==> src/rtl/imem_loader_pkg.sv <==
// Shared types for the imem loader: FSM state encoding, header size, bytes-per-instruction helper.
// No logic of its own; latency and backpressure live in the modules that import it.
package imem_loader_pkg;

    typedef enum logic [2:0] {
        IDLE   = 3'd0,
        HDR_HI = 3'd1,
        HDR_LO = 3'd2,
        DATA   = 3'd3,
        WRITE  = 3'd4,
        DONE   = 3'd5
    } state_t;

    localparam int HDR_BYTES = 2;

    function automatic int bpi_of(input int iwidth);
        return iwidth / 8;
    endfunction

endpackage

==> src/rtl/adder.sv <==
// Combinational W-bit adder, carry out dropped (wraps modulo 2^W).
// Zero latency; no flow control.
module adder #(
    parameter int W = 8
) (
    input  logic [W-1:0] a,
    input  logic [W-1:0] b,
    output logic [W-1:0] sum
);

    assign sum = a + b;

endmodule

==> src/rtl/flip_flop.sv <==
// Enabled register with async active-low reset to zero.
// One-cycle latency; no flow control.
module flip_flop #(
    parameter int W = 8
) (
    input  logic         clk,
    input  logic         rst_n,
    input  logic         en,
    input  logic [W-1:0] d,
    output logic [W-1:0] q
);

    always_ff @(posedge clk or negedge rst_n) begin
        if (!rst_n) begin
            q <= '0;
        end else if (en) begin
            q <= d;
        end
    end

endmodule

==> src/rtl/instr_assembler.sv <==
// Packs bytes MSB-first into an IWIDTH word; full pulses with the accept that completes a word.
// Word is visible the cycle after its last byte; accepts a byte whenever accept is high, no stall of its own.
module instr_assembler
    import imem_loader_pkg::*;
#(
    parameter int IWIDTH = 24,
    parameter int BPI    = bpi_of(IWIDTH)
) (
    input  logic              clk,
    input  logic              rst_n,
    input  logic              clear,
    input  logic              accept,
    input  logic [7:0]        din,
    output logic [IWIDTH-1:0] word,
    output logic              full
);

    localparam int CW = (BPI > 1) ? $clog2(BPI) : 1;

    logic [CW-1:0] cnt;
    logic          at_last;

    assign at_last = (cnt == CW'(BPI - 1));
    assign full    = accept && at_last;

    always_ff @(posedge clk or negedge rst_n) begin
        if (!rst_n) begin
            cnt  <= '0;
            word <= '0;
        end else if (clear) begin
            cnt  <= '0;
            word <= '0;
        end else if (accept) begin
            // new bytes enter at the LSB end, so the first byte ends up as the MSB
            word <= (word << 8) | IWIDTH'(din);
            cnt  <= at_last ? '0 : cnt + CW'(1);
        end
    end

endmodule

==> src/rtl/imem_loader.sv <==
// Loads a count-prefixed byte stream into imem at addresses 0..N-1, holding the core in reset meanwhile.
// Write strobe one cycle after an instruction's last byte; byte_ready drops during writes, when idle/done and on abort.
module imem_loader
    import imem_loader_pkg::*;
#(
    parameter int IWIDTH = 24,
    parameter int PWIDTH = 16
) (
    input  logic              clk_i,
    input  logic              rst_i,
    input  logic              load_start_i,
    input  logic              abort_i,
    input  logic              byte_valid_i,
    input  logic [7:0]        byte_i,
    output logic              byte_ready_o,
    output logic              we_o,
    output logic [PWIDTH-1:0] waddr_o,
    output logic [IWIDTH-1:0] wdata_o,
    output logic              busy_o,
    output logic              hold_o,
    output logic              done_o
);

    localparam int BPI = bpi_of(IWIDTH);
    localparam int NW  = HDR_BYTES * 8;

    state_t            state;
    logic [NW-1:0]     n_cnt;
    logic [PWIDTH-1:0] idx;
    logic [PWIDTH-1:0] idx_inc;
    logic [PWIDTH-1:0] idx_d;
    logic              idx_en;
    logic [IWIDTH-1:0] word;
    logic              full;
    logic [PWIDTH-1:0] addr_q;
    logic [IWIDTH-1:0] data_q;

    logic active;
    logic rx;
    logic xfer;
    logic wr;
    logic begin_load;
    logic kill;
    logic clear;
    logic last_write;

    assign active     = (state inside {HDR_HI, HDR_LO, DATA, WRITE});
    assign rx         = (state inside {HDR_HI, HDR_LO, DATA}) && !abort_i;
    assign xfer       = rx && byte_valid_i;
    assign wr         = (state == WRITE) && !abort_i;
    assign begin_load = load_start_i && !abort_i && ((state == IDLE) || (state == DONE));
    assign kill       = abort_i && active;
    assign clear      = begin_load || kill;
    assign last_write = (idx_inc == PWIDTH'(n_cnt));

    adder #(.W(PWIDTH)) u_idx_add (
        .a   (idx),
        .b   (PWIDTH'(1)),
        .sum (idx_inc)
    );

    assign idx_d  = clear ? '0 : idx_inc;
    assign idx_en = clear || wr;

    flip_flop #(.W(PWIDTH)) u_idx (
        .clk   (clk_i),
        .rst_n (rst_i),
        .en    (idx_en),
        .d     (idx_d),
        .q     (idx)
    );

    instr_assembler #(.IWIDTH(IWIDTH), .BPI(BPI)) u_asm (
        .clk    (clk_i),
        .rst_n  (rst_i),
        .clear  (clear),
        .accept (xfer && (state == DATA)),
        .din    (byte_i),
        .word   (word),
        .full   (full)
    );

    always_ff @(posedge clk_i or negedge rst_i) begin
        if (!rst_i) begin
            state  <= IDLE;
            n_cnt  <= '0;
            addr_q <= '0;
            data_q <= '0;
        end else begin
            if (wr) begin
                addr_q <= idx;
                data_q <= word;
            end
            case (state)
                IDLE: begin
                    if (begin_load) state <= HDR_HI;
                end
                HDR_HI: begin
                    if (kill) begin
                        state <= IDLE;
                    end else if (xfer) begin
                        n_cnt[NW-1:8] <= byte_i;
                        state         <= HDR_LO;
                    end
                end
                HDR_LO: begin
                    if (kill) begin
                        state <= IDLE;
                    end else if (xfer) begin
                        n_cnt[7:0] <= byte_i;
                        state      <= ({n_cnt[NW-1:8], byte_i} == '0) ? DONE : DATA;
                    end
                end
                DATA: begin
                    if (kill) state <= IDLE;
                    else if (full) state <= WRITE;
                end
                WRITE: begin
                    if (kill) state <= IDLE;
                    else state <= last_write ? DONE : DATA;
                end
                DONE: begin
                    if (abort_i) state <= IDLE;
                    else if (begin_load) state <= HDR_HI;
                end
                default: state <= IDLE;
            endcase
        end
    end

    // the live index/word show through only on the write cycle; otherwise the last write is held
    assign waddr_o      = wr ? idx  : addr_q;
    assign wdata_o      = wr ? word : data_q;
    assign we_o         = wr;
    assign byte_ready_o = rx;
    assign busy_o       = active;
    assign hold_o       = active;
    assign done_o       = (state == DONE);

endmodule

==> config.mk <==
export PLATFORM = sky130hd
export DESIGN_NAME = imem_loader
export DESIGN_NICKNAME = d
export VERILOG_FILES = /design/src/rtl/imem_loader_pkg.sv /design/src/rtl/adder.sv /design/src/rtl/flip_flop.sv /design/src/rtl/instr_assembler.sv /design/src/rtl/imem_loader.sv
export SDC_FILE = /design/constraint.sdc
export NUM_CORES = 1
export LEC_CHECK = 0
export ABC_CLOCK_PERIOD_IN_PS = 3700
export CAP_MARGIN = 20
export CORE_MARGIN = 2
export CORE_UTILIZATION = 57
export DETAILED_ROUTE_END_ITERATION = 7
export HOLD_SLACK_MARGIN = 0.03
export PLACE_DENSITY = 0.9
export SLEW_MARGIN = 20
export SYNTH_ARGS = -nofsm -noshare
export SYNTH_HDL_FRONTEND = slang
export SYNTH_HIERARCHICAL = 1
export SYNTH_SLANG_ARGS = --single-unit
==> constraint.sdc <==
create_clock -name clk_i -period 3.7 [get_ports clk_i]
set_input_delay 0.925 -clock clk_i [delete_from_list [all_inputs] [get_ports clk_i]]
set_output_delay 0.925 -clock clk_i [all_outputs]
set_load 0.1 [all_outputs]
==> results.ini <==
[route]
drt-total-wl_mm=12.6
avgRoutedWirePerCell_um=17.9
vias=4097
drt_iter0_drc=244
first_pass_iters=4
ant_nets=0
vias_per_cell=5.81
drcViolationCount=0

[cts]
clk-insertion-delay-late_ns=0.37
htree_levels=3
cts_resized=0
post-cts-setup-buffer-count=0
cts.sinks=101
clk_pin_slew_worst_paths_ns=0.09
holdBufCountCts=0
cts_root_buf=clkbuf_8
cts_buffers=9
cts_tree=done
cts_buffer_depth=2

[logic_synthesis]
ys.flop_type=dfrtp_1
synthXorXnorAreaFrac_pct=5.21
synth_top_cell_by_area=dfrtp_1
synthCells=519
synth_area_leaders=dfrtp_1, nand2_1, mux2i_1
synthAdderAreaFrac_pct=3.86
synth.distinct_cells=57
yosysSeqAreaShare_pct=47.0
synth_area_mm2=0.00538
synth-compound-area-share_pct=6.77
synth-simple-area-share_pct=20.6
synth_top_family_by_area=simple AND/OR/NAND/NOR gates
async_reset_ff_share_pct=100
synth.top_cell.area_share_pct=47.0
ys_seq_elements=101
yosys_warnings=6
syn_avg_cell_area_um2=10.4
synth_edf_count=0
muxShareOfSynthArea_pct=12.4

[grt]
grt_max_degree=54
antenna_found_initial=0
grt_overflow=0
grt_first_pass_wirelength_mm=20.9
grt_pass1_vias=4279
grt_usage_pct=26.4

[setup_path]
cp-start-kind=flip-flop
reg2reg_depth=11
critPathLaunch=u_idx/q[0]$_DFFE_PN0P_
critical_path_class=reg2reg
r2r-end=state[2]$_DFFE_PN0P_
critPathCapture=state[2]$_DFFE_PN0P_
end_kind=flip-flop
worstPathArrival_ns=3.67
r2r_setup_slack_ns=0.32
path_max_fanout=3
crit_required_ns=3.99
r2r-start=u_idx/q[0]$_DFFE_PN0P_

[sta]
slew_headroom_pct=55.8
finalCritPeriodShare_pct=91.3
fmax_mhz=296
finalSetupViolCount=0
fin_crit_ns=3.38
hold_viol_final=0
skew_ns=0.00976
worstMarginPinSlew_ns=0.663
slew_violations=0
rsz0062_at_grt=no
fin_tns_setup_ns=0

[finish]
nets=619
seq_area_mm2=0.00253
design_area_mm2=0.00669
drive_gt1_share_pct=21.5
n_fill_cell=619
area_delta_synth_final_pct=24.2
multi_input_area_mm2=0.00270
num_antenna_cells=0

[place]
place_congestion=0.901
place.port_buffers=57
placed_area_mm2=0.00647
hpwl_mm=9.01

[die]
die_x_um=101
io_pins=58
design.core.area_mm2=0.00920
dieArea_mm2=0.0102
dieHeight_um=101
initial_core_util_pct=58.5
core.rowCount=35

[pwr]
p_per_area_mw_per_mm2=829
leakage_uw=0.00316
p_total_uw=5540
peakVddDrop_uv=619

[job]
maxCapViolations=0

[run_status]
status=finished clean

[worst_hold_path]
hold_path_depth=2
hp-class=reg2reg

## layout by cell type, fill, tap and decap left out, types with 3 or more instances in the layout
| cell | netlist | final |
|---|---|---|
| mux2_4 | 10 | 10 |
| nor2_1 | 30 | 30 |
| dfrtp_1 | 101 | 101 |
| o211ai_1 | 3 | 3 |
| nor4_1 | 8 | 8 |
| conb_1 | 2 | 17 |
| ha_1 | 15 | 15 |
| mux2i_1 | 26 | 26 |
| nor3b_2 | 11 | 11 |
| inv_1 | 4 | 4 |
| clkdlybuf4s50_1 | 0 | 11 |
| xnor2_1 | 11 | 11 |
| buf_12 | 3 | 44 |
| buf_4 | 4 | 13 |
| nand2_1 | 135 | 135 |
| nor3b_1 | 7 | 7 |
| o21bai_1 | 3 | 3 |
| a21oi_1 | 20 | 20 |
| mux2_2 | 23 | 23 |
| nor2b_1 | 6 | 6 |
| nand3_1 | 4 | 4 |
| xor2_1 | 21 | 21 |
| nand2b_1 | 3 | 3 |
| o21ai_0 | 9 | 9 |
| nor3_1 | 6 | 5 |
| clkbuf_8 | 0 | 9 |
## where the power goes
| group | internal [uW] | switching (uW) | leakage, uW |
|---|---|---|---|
| Clock | 382 | 380 | 0.000107 |
| Combinational | 1280 | 1890 | 0.00170 |
| Sequential | 1370 | 238 | 0.00135 |
| Total | 3040 | 2500 | 0.00316 |
## flip-flops by register name, summed over array words and instances (netlist names)
name,cells
u_idx/q,16
addr_q,16
state,3
u_asm/cnt,2
n_cnt,16
data_q,24
u_asm/word,24
## Yosys cell counts (3+ instances only)
cell type  instances
buf_2              6
ha_1              15
mux2_2            23
nor3b_1            7
buf_4              4
nor3b_2           11
xor2_1            21
buf_12             3
mux2_4            10
xnor2_1           11
mux2i_1           26
nand2_1          135
nor2b_1            6
a21oi_1           20
nand3_1            4
nor3_1             6
buf_6              5
nor4_1             8
o21ai_0            9
nor2_1            30
o211ai_1           3
dfrtp_1          101
o21bai_1           3
nand2b_1           3
inv_1              4
clkbuf_1           5
## cell type report
cell class,instances,share of cell area [%]
Sequential cell,101,37.8
Timing Repair Buffer,68,16.3
Clock inverter,5,1.24
Clock buffer,10,1.91
Inverter,5,0.281
Multi-Input combinational cell,405,40.4
Tap cell,111,2.08
## routing by layer
layer | track usage (%) | part of all wire [%] | vias to the layer above | wire length (um)
li1 | - | - | 1881 | -
met1 | 33.9 | 40 | 2001 | 5030
met2 | 43.3 | 51 | 162 | 6410
met3 | 3.93 | 5.0 | 53 | 631
met4 | 14.8 | 4.3 | 0 | 544
met5 | 0 | 0 | - | 0
## metrics by stage
| step | setup WS (ns) | cells | hold WS [ns] | util, % |
|---|---|---|---|---|
| 6_report | 0.323 | 705 | 0.534 | 72.7 |
| 5_1_grt | 0.0908 | 705 | 0.553 | 72.7 |
| 4_1_cts | 0.359 | 705 | 0.541 | 72.7 |
| 3_5_place_dp | 0.404 | 690 | 0.519 | 70.4 |
| 3_3_place_gp | 0.441 | 690 | 0.507 | 70.4 |
| 2_1_floorplan | 0.0579 | 534 | 0.486 | - |
## critical path: stages (launching register included)
cell and delay, ns:
dfrtp_1 0.41, ha_1 0.24, fa_1 0.42, a21o_2 0.25, a311oi_2 0.37, o21ai_0 0.23
a311oi_1 0.37, nor3_1 0.13, xor2_1 0.19, nor4_1 0.31, nand4_1 0.19, o22ai_1 0.19
## cell families after synthesis
family	after synthesis
muxes	59
AOI/OAI and AO/OA	54
xor gates and xnor gates	32
buffers and inverters	28
adders and majority gates	16
other	2
and+or+nand+nor	227
DFF	101
## how the worst min path moves through the flow
stage / end / slack [ns] / start
after floorplan: u_asm/word[23]$_DFFE_PN0P_ / 0.49 / u_asm/word[23]$_DFFE_PN0P_
final: u_asm/word[16]$_DFFE_PN0P_ / 0.53 / u_asm/word[16]$_DFFE_PN0P_
after global routing: n_cnt[6]$_DFFE_PN0P_ / 0.55 / n_cnt[6]$_DFFE_PN0P_
after CTS: u_asm/word[16]$_DFFE_PN0P_ / 0.54 / u_asm/word[16]$_DFFE_PN0P_
after detailed placement: u_asm/word[16]$_DFFE_PN0P_ / 0.52 / u_asm/word[16]$_DFFE_PN0P_
after global placement: u_asm/word[21]$_DFFE_PN0P_ / 0.51 / u_asm/word[21]$_DFFE_PN0P_
No activity file was read; power rests on OpenSTA's default activity.
